**src/rtl/retire_stage_pkg.sv**
```systemverilog
// Shared definitions for the retirement stage: widths, physical tags, ROB head
// packet and the per-consumer commit packets.
package retire_stage_pkg;

  localparam int XLEN   = 32;
  localparam int ROB_SZ = 16;
  localparam int PREG_W = 6;

  typedef struct packed {
    logic              valid;
    logic [PREG_W-1:0] phys;
  } TAG;

  typedef struct packed {
    logic            retire_en;
    TAG              retire_t;
    TAG              retire_t_old;
    logic            halt;
    logic            wr_mem;
    logic [4:0]      dest_reg_idx;
    logic [XLEN-1:0] NPC;
    logic [XLEN-1:0] result;
    logic [XLEN-1:0] rs2_value;
    logic            take_branch;
  } ROB_IR_PACKET;

  typedef enum logic [1:0] {
    RUN        = 2'd0,
    STORE_WAIT = 2'd1,
    FLUSH      = 2'd2,
    HALTED     = 2'd3
  } RETIRE_STATE;

  typedef struct packed {
    logic       wr_en;
    logic [4:0] idx;
    TAG         tag;
  } IR_MT_PACKET;

  typedef struct packed {
    logic free_en;
    TAG   tag;
  } IR_FL_PACKET;

  // The ROB advances its head only on retire_ack.
  typedef struct packed {
    logic retire_ack;
  } IR_ROB_PACKET;

  function automatic TAG make_tag(input logic valid, input logic [PREG_W-1:0] phys);
    TAG t;
    t.valid = valid;
    t.phys  = phys;
    return t;
  endfunction

endpackage

```
**src/rtl/retire_stage.sv**
```systemverilog
// In-order retirement of the ROB head: commits, store handshake, branch
// redirect with a one-cycle flush, and sticky halt.
//
// state      | meaning
// RUN        | head examined every cycle; commits when complete
// STORE_WAIT | store request outstanding, waiting for mem_ack
// FLUSH      | one dead cycle after a taken-branch redirect
// HALTED     | retirement stopped until reset
module retire_stage
  import retire_stage_pkg::*;
(
  input  logic              clock,
  input  logic              reset,
  input  ROB_IR_PACKET      rob_ir_packet,
  output logic              retire_ack,
  output logic              mt_wr_en,
  output logic [4:0]        mt_wr_idx,
  output TAG                mt_wr_tag,
  output logic              fl_free_en,
  output TAG                fl_free_tag,
  output logic              mem_req,
  output logic [XLEN-1:0]   mem_addr,
  output logic [XLEN-1:0]   mem_wdata,
  input  logic              mem_ack,
  output logic              redirect_en,
  output logic [XLEN-1:0]   redirect_pc,
  output logic              wb_valid,
  output logic [4:0]        wb_reg_idx,
  output logic [XLEN-1:0]   wb_data,
  output logic [XLEN-1:0]   wb_NPC,
  output logic              halted,
  output logic [31:0]       retired_count
);

  RETIRE_STATE  state, state_nxt;
  logic         commit;
  IR_MT_PACKET  mt_pkt;
  IR_FL_PACKET  fl_pkt;
  IR_ROB_PACKET rob_pkt;

  always_comb begin
    state_nxt   = state;
    commit      = 1'b0;
    mem_req     = 1'b0;
    redirect_en = 1'b0;
    if (!reset) begin
      case (state)
        RUN: begin
          if (rob_ir_packet.retire_en) begin
            if (rob_ir_packet.wr_mem) begin
              mem_req = 1'b1;
              if (mem_ack) begin
                commit    = 1'b1;
                state_nxt = rob_ir_packet.halt ? HALTED : RUN;
              end else begin
                state_nxt = STORE_WAIT;
              end
            end else begin
              commit = 1'b1;
              if (rob_ir_packet.halt) begin
                state_nxt = HALTED;
              end else if (rob_ir_packet.take_branch) begin
                redirect_en = 1'b1;
                state_nxt   = FLUSH;
              end
            end
          end
        end
        // Head cannot change here: the ROB has not seen retire_ack.
        STORE_WAIT: begin
          mem_req = 1'b1;
          if (mem_ack) begin
            commit    = 1'b1;
            state_nxt = rob_ir_packet.halt ? HALTED : RUN;
          end
        end
        FLUSH:   state_nxt = RUN;
        HALTED:  state_nxt = HALTED;
        default: state_nxt = RUN;
      endcase
    end
  end

  // A halt entry commits but never touches the map or the free list.
  always_comb begin
    rob_pkt.retire_ack = commit;
    mt_pkt.wr_en   = commit && !rob_ir_packet.halt && rob_ir_packet.retire_t.valid &&
                     (rob_ir_packet.dest_reg_idx != 5'd0);
    mt_pkt.idx     = rob_ir_packet.dest_reg_idx;
    mt_pkt.tag     = rob_ir_packet.retire_t;
    fl_pkt.free_en = commit && !rob_ir_packet.halt && rob_ir_packet.retire_t_old.valid;
    fl_pkt.tag     = rob_ir_packet.retire_t_old;
  end

  assign retire_ack  = rob_pkt.retire_ack;
  assign wb_valid    = commit;
  assign mt_wr_en    = mt_pkt.wr_en;
  assign mt_wr_idx   = mt_pkt.idx;
  assign mt_wr_tag   = mt_pkt.tag;
  assign fl_free_en  = fl_pkt.free_en;
  assign fl_free_tag = fl_pkt.tag;
  assign mem_addr    = rob_ir_packet.result;
  assign mem_wdata   = rob_ir_packet.rs2_value;
  assign redirect_pc = rob_ir_packet.result;
  assign wb_reg_idx  = rob_ir_packet.dest_reg_idx;
  assign wb_data     = rob_ir_packet.result;
  assign wb_NPC      = rob_ir_packet.NPC;
  assign halted      = (state == HALTED) && !reset;

  always_ff @(posedge clock) begin
    if (reset) begin
      state         <= RUN;
      retired_count <= 32'd0;
    end else begin
      state <= state_nxt;
      if (commit) retired_count <= retired_count + 32'd1;
    end
  end

endmodule

```
**config.mk**
```make
export PLATFORM = sky130hd
export DESIGN_NAME = retire_stage
export DESIGN_NICKNAME = d
export VERILOG_FILES = /design/src/rtl/retire_stage_pkg.sv /design/src/rtl/retire_stage.sv
export SDC_FILE = /design/constraint.sdc
export NUM_CORES = 1
export LEC_CHECK = 0
export ABC_AREA = 1
export CAP_MARGIN = 20
export CORE_AREA = 3 3 131 133
export DETAILED_ROUTE_END_ITERATION = 16
export DIE_AREA = 0 0 134 136
export PLACE_DENSITY = 0.66
export SYNTH_ARGS = -nofsm -noshare
export SYNTH_HDL_FRONTEND = slang
export SYNTH_SLANG_ARGS = --single-unit
```
**constraint.sdc**
```tcl
create_clock -name clock -period 2.8 [get_ports clock]
set_clock_uncertainty 0.2 [all_clocks]
set_input_delay 0.56 -clock clock [delete_from_list [all_inputs] [get_ports clock]]
set_output_delay 0.56 -clock clock [all_outputs]
set_load 0.1 [all_outputs]
```
Yosys cells after proc, flatten, opt, wreduce, memory -nomap -nowiden

Index checks and enable logic that the tools add are counted.

Register bits: 34
Input bits: 122
Output and inout port bits: 223
Logic and storage cells: 42

Add/subtract/negate cells: 1
Eq/ne operators: 6
Multiplexer cells: 23
Reduce and logical (&&, ||, !) cells: 10

Operators by type and width:

| operator                                                               | count |
|---|---|
| 32-bit by 1-bit adder with 32-bit output (second input constant)       | 1 |
| 2-bit 2-to-1 mux                                                       | 7 |
| 1-bit 2-to-1 mux                                                       | 13 |
| 2-bit case mux with 4 select lines                                     | 1 |
| 1-bit logical AND                                                      | 5 |
| 5-bit nonzero test                                                     | 1 |
| 2-bit equality test (second input constant)                            | 2 |
| 2-bit != test (second input constant)                                  | 2 |
| 4-bit != test (second input constant)                                  | 1 |
| 1-bit case mux with 2 select lines                                     | 2 |
| 3-bit AND reduction                                                    | 1 |
| 2-bit by 1-bit equality test with 1-bit output (second input constant) | 1 |
| 1-bit logical NOT                                                      | 2 |
| 2-bit logical NOT                                                      | 1 |

Depth between registers and ports, before layout

Depth in word-level cells: 8
Gate-level depth with buffers: 10
Gate-level depth less buffers: 10

Worst setup path after synthesis

OpenSTA, ideal clock, no wires.

Path type: input -> output
Start point: in reset
End point: out redirect_en
Arrival time: 3.824 ns
Data required time: 2.040 ns
Slack: -1.784 ns
Cell stages on the path: 4
Buffers on the path: 1
Path through: clkbuf_1 -> inv_1 -> nand2_1 -> nor4_1

Longest elaborated chain between the ends: 1

RTL lines:

| element            | line               | RTL |
|---|---|---|
| start: declaration | retire_stage.sv:13 | `input logic reset,` |
| 1-bit 2-to-1 mux   | retire_stage.sv:46 | `if (!reset) begin` |
| end: declaration   | retire_stage.sv:25 | `output logic redirect_en,` |

No other way between the ends.

Worst setup path after layout

Start point: in rob_ir_packet[118] in the netlist's numbering
End point: out mt_wr_en

Longest elaborated chain between the ends: 6

RTL lines:

| element                            | line               | RTL |
|---|---|---|
| start: declaration                 | retire_stage.sv:14 | `input ROB_IR_PACKET rob_ir_packet,` |
| 1-bit 2-to-1 mux                   | retire_stage.sv:49 | `if (rob_ir_packet.retire_en) begin` |
| 1-bit case mux with 2 select lines | retire_stage.sv:47 | `case (state)` |
| 1-bit 2-to-1 mux                   | retire_stage.sv:46 |  |
| 1-bit logical AND (3 in series)    | retire_stage.sv:87 | `mt_pkt.wr_en = commit && !rob_ir_packet.halt && rob_ir_packet.retire_t.valid &&` |
| end: declaration                   | retire_stage.sv:16 | `output logic mt_wr_en,` |

No other way between the ends.

==> summary.txt <==
Final layout
  • Final #Nets: 515
  • Antenna cells: 0
  • Fill count: about 1,800
  • Fin area: ~3300 um^2
  • Final core occ: 20.73%
  • Layout cells sized above 1: about a quarter
  • Synthesis-to-finish area growth: -2.438%

Clock tree
  • Clk_lat worst skew: 0.28 ns
  • TritonCTS buffer count: 5
  • CTS Buffer Depth: 2
  • Sink Count: 34
  • CTS clk-pin slew, worst paths: 0.05 ns
  • H-tree Lvls: 2
  • Clock Tree Root: clkbuf_16
  • Post-CTS Setup Bufs: 0
  • Hold-fix buffers, CTS: 0
  • CTS tree: done

Synthesis
  • Avg Cell Area, Syn: 6.774 um^2
  • Synthesis Warnings: 0
  • Cells after Synth: 500
  • Post-synthesis sequential area ratio: 20.10%
  • Syn Std Cell Area: 3387 um^2
  • Syn_nets: 623
  • Cell variety after synth: 29
  • Number of synthesized register bits: 34

Worst setup path
  • Cell Chain, Critical Path: clkdlybuf4s50_1 > nand3_4 > a21oi_2 > nand3_1 > a21oi_4 > buf_12
  • Worst path bufs/invs: 2
  • Critical path's slowest cell: clkdlybuf4s50_1
  • CP Capture Type: output pin
  • WS Path Type: in -> out
  • Worst Setup Start Kind: input port
  • Max incr delay on CP: 0.57 ns
  • Required time of the worst setup path: between 2 and 2.5 ns
  • Critical path arrival: approximately 1.9 ns
  • Family with the most delay on the worst path: buffers and inverters
  • Worst-path fanout max: 4

Route
  • Via density: 3.892
  • Residual DRC: 0
  • Routed vias: 2,370
  • Avg WL per Cell: 15.08 um
  • DR pass1 iterations: 4
  • DRT iter0 DRCs: 119
  • Detail Route Antenna Nets: 0
  • WL final: 9185 um

Floorplanning
  • Rows: 46
  • Die height: 136 um
  • Core Area: ~16,000 um^2
  • Area of the die: 18,220 um^2
  • IO Count: 345
  • Initial Utilization: between 20% and 30%
  • Die X: 134 um

Timing
  • Worst-Margin Slew: 0.3430 ns
  • Endpoints failing hold: 0
  • Slew headroom: 76.94%
  • RSZ-0062 raised after global routing: no
  • Setup Viol. Count Final: 0
  • Fmax: about 380 MHz
  • Crit share post-route: a little over nine tenths
  • Min Tclk post-route: ~2.6 ns
  • Slew Limit Fails: 0

GRT
  • First-pass GRT wire length: approximately 13,000 um
  • GRT Overall Usage: a little under a tenth
  • Vias in the first global route: 2,299
  • Pin count of the biggest net entering global routing: 22
  • Initial antenna violation count: 0
  • Global route overflow: 0

Placement
  • Post-DP HPWL: 7603 um
  • Post-DP Area: 3103 um^2
  • Port Buffer Count: 64
  • GP Congestion: 0.8193

Hold path
  • HP Class: reg -> reg

Power and ir drop
  • Final Power: 1.630 mW
  • Peak supply drop: around 0.19 mV
  • Leakage: 1.368 nW
  • PD cells: 493.4 nW/um^2

Job
  • Max_cap viols: 0

Outcome
  • Status: finished, final reports clean
==> layer usage <==
metal,up-vias,share of wire (%),global-route usage (%)
met5,-,0,0
met4,0,3.7,3.943
met3,39,18,7.957
met2,181,44,14.63
met1,994,35,9.472
li1,1156,-,-
==> report_power, final <==
group	switching, mW	internal [mW]	total [mW]
clock	0.217	0.535	0.751
sequential	0.0113	0.493	0.504
combinational	0.249	0.126	0.376
total	0.477	1.15	1.63
==> worst register-to-register path, stage by stage, from the launching register on <==
cell,delay (ns)
dfxtp_1,0.35
inv_1,0.14
nand3_2,0.09
buf_4,0.15
nand2_4,0.06
buf_4,0.22
nand2_4,0.10
nor2_4,0.27
nand3_1,0.12
nand2_1,0.08
nor2_1,0.04
==> sequential cells by signal, indices dropped and copies added (netlist names) <==
register and count:
state 2, retired_count 32
==> layout by cell type, fill, tap and decap left out, types with 6 or more instances in the layout <==
cell,netlist,final
a21oi_1,14,13
buf_12,0,19
buf_4,187,45
clkdlybuf4s50_1,0,12
dfxtp_1,34,34
inv_1,41,41
nand2_1,80,80
nand3_1,24,24
nand4_1,8,8
nor2_1,57,57
nor3_1,7,6
o21ai_0,10,10
==> through the flow <==
step | setup slack (ns) | hold slack (ns) | TNS [ns] | cells
4_1_cts | 0.06095 | 0.2984 | 0 | 609
3_3_place_gp | 0.06969 | 0.2770 | 0 | 601
3_5_place_dp | 0.07236 | 0.2903 | 0 | 601
2_1_floorplan | -0.6655 | 0.3507 | -0.9304 | 500
6_report | 0.1506 | 0.2968 | 0 | 609
5_1_grt | 0.04848 | 0.3437 | 0 | 609
==> what timing repair did <==
action                                 4_1_cts  5_1_grt
endpoints found under the hold margin        0        0
gates resized for setup                      0        1
setup endpoints to repair                    0        2
==> path summary, 6_finish.rpt <==
check	startpoint	to	slack, ns	cells after the start
hold / removal	retired_count[0]$_SDFFE_PP0P_	retired_count[0]$_SDFFE_PP0P_	0.30	1
hold reg to reg	retired_count[0]$_SDFFE_PP0P_	retired_count[0]$_SDFFE_PP0P_	0.30	1
setup reg to reg	state[1]$_SDFFE_PP0P_	retired_count[22]$_SDFFE_PP0P_	0.87	10
setup / recovery	rob_ir_packet[118]	mt_wr_en	0.15	6
==> synth_stat cells <==
cell type	n	share of area [%]
nor2_2	3	0.55
ha_1	1	0.37
buf_4	187	41
nor2_4	4	1.3
xor2_1	5	1.3
nor4_1	1	0.18
nand3_2	3	0.89
nand3_1	24	3.5
a31oi_1	2	0.37
o21ai_1	2	0.30
nand4_1	8	1.5
nand2_1	80	8.9
nand2_2	1	0.18
o21bai_1	3	0.66
nor2_1	57	6.3
buf_6	1	0.33
nand3_4	1	0.52
nor3b_1	1	0.22
o21ai_0	10	1.5
inv_1	41	4.5
a21oi_2	1	0.26
dfxtp_1	34	20
a21oi_1	14	2.1
o21a_1	1	0.22
clkbuf_1	4	0.44
a21boi_0	1	0.22
inv_2	1	0.11
nand2_4	2	0.66
nor3_1	7	1.0
==> cells by family (layout without fill, tap and decap cells) <==
family	count (synthesis)	after routing	share of synthesized area (%)
AO/OA/AOI/OAI	34	34	5.578
XOR/XNOR	5	5	1.293
adder cells (fa/ha/maj)	1	1	0.3694
buffers and inverters	234	127	46.88
flip-flops	34	34	20.10
AND/OR/NAND/NOR	192	192	25.79
==> layout make-up <==
type | count | area (um^2) | area share (%)
Clock buffer | 6 | 138.9 | 4.203
Tap cell | 216 | 270.3 | 8.179
Timing Repair Buffer | 77 | 850.8 | 25.75
Multi-Input combinational cell | 232 | 1146 | 34.68
Sequential cell | 34 | 680.7 | 20.60
Inverter | 42 | 157.7 | 4.771
Clock inverter | 2 | 60.06 | 1.817
No activity file was read; power rests on OpenSTA's default activity.
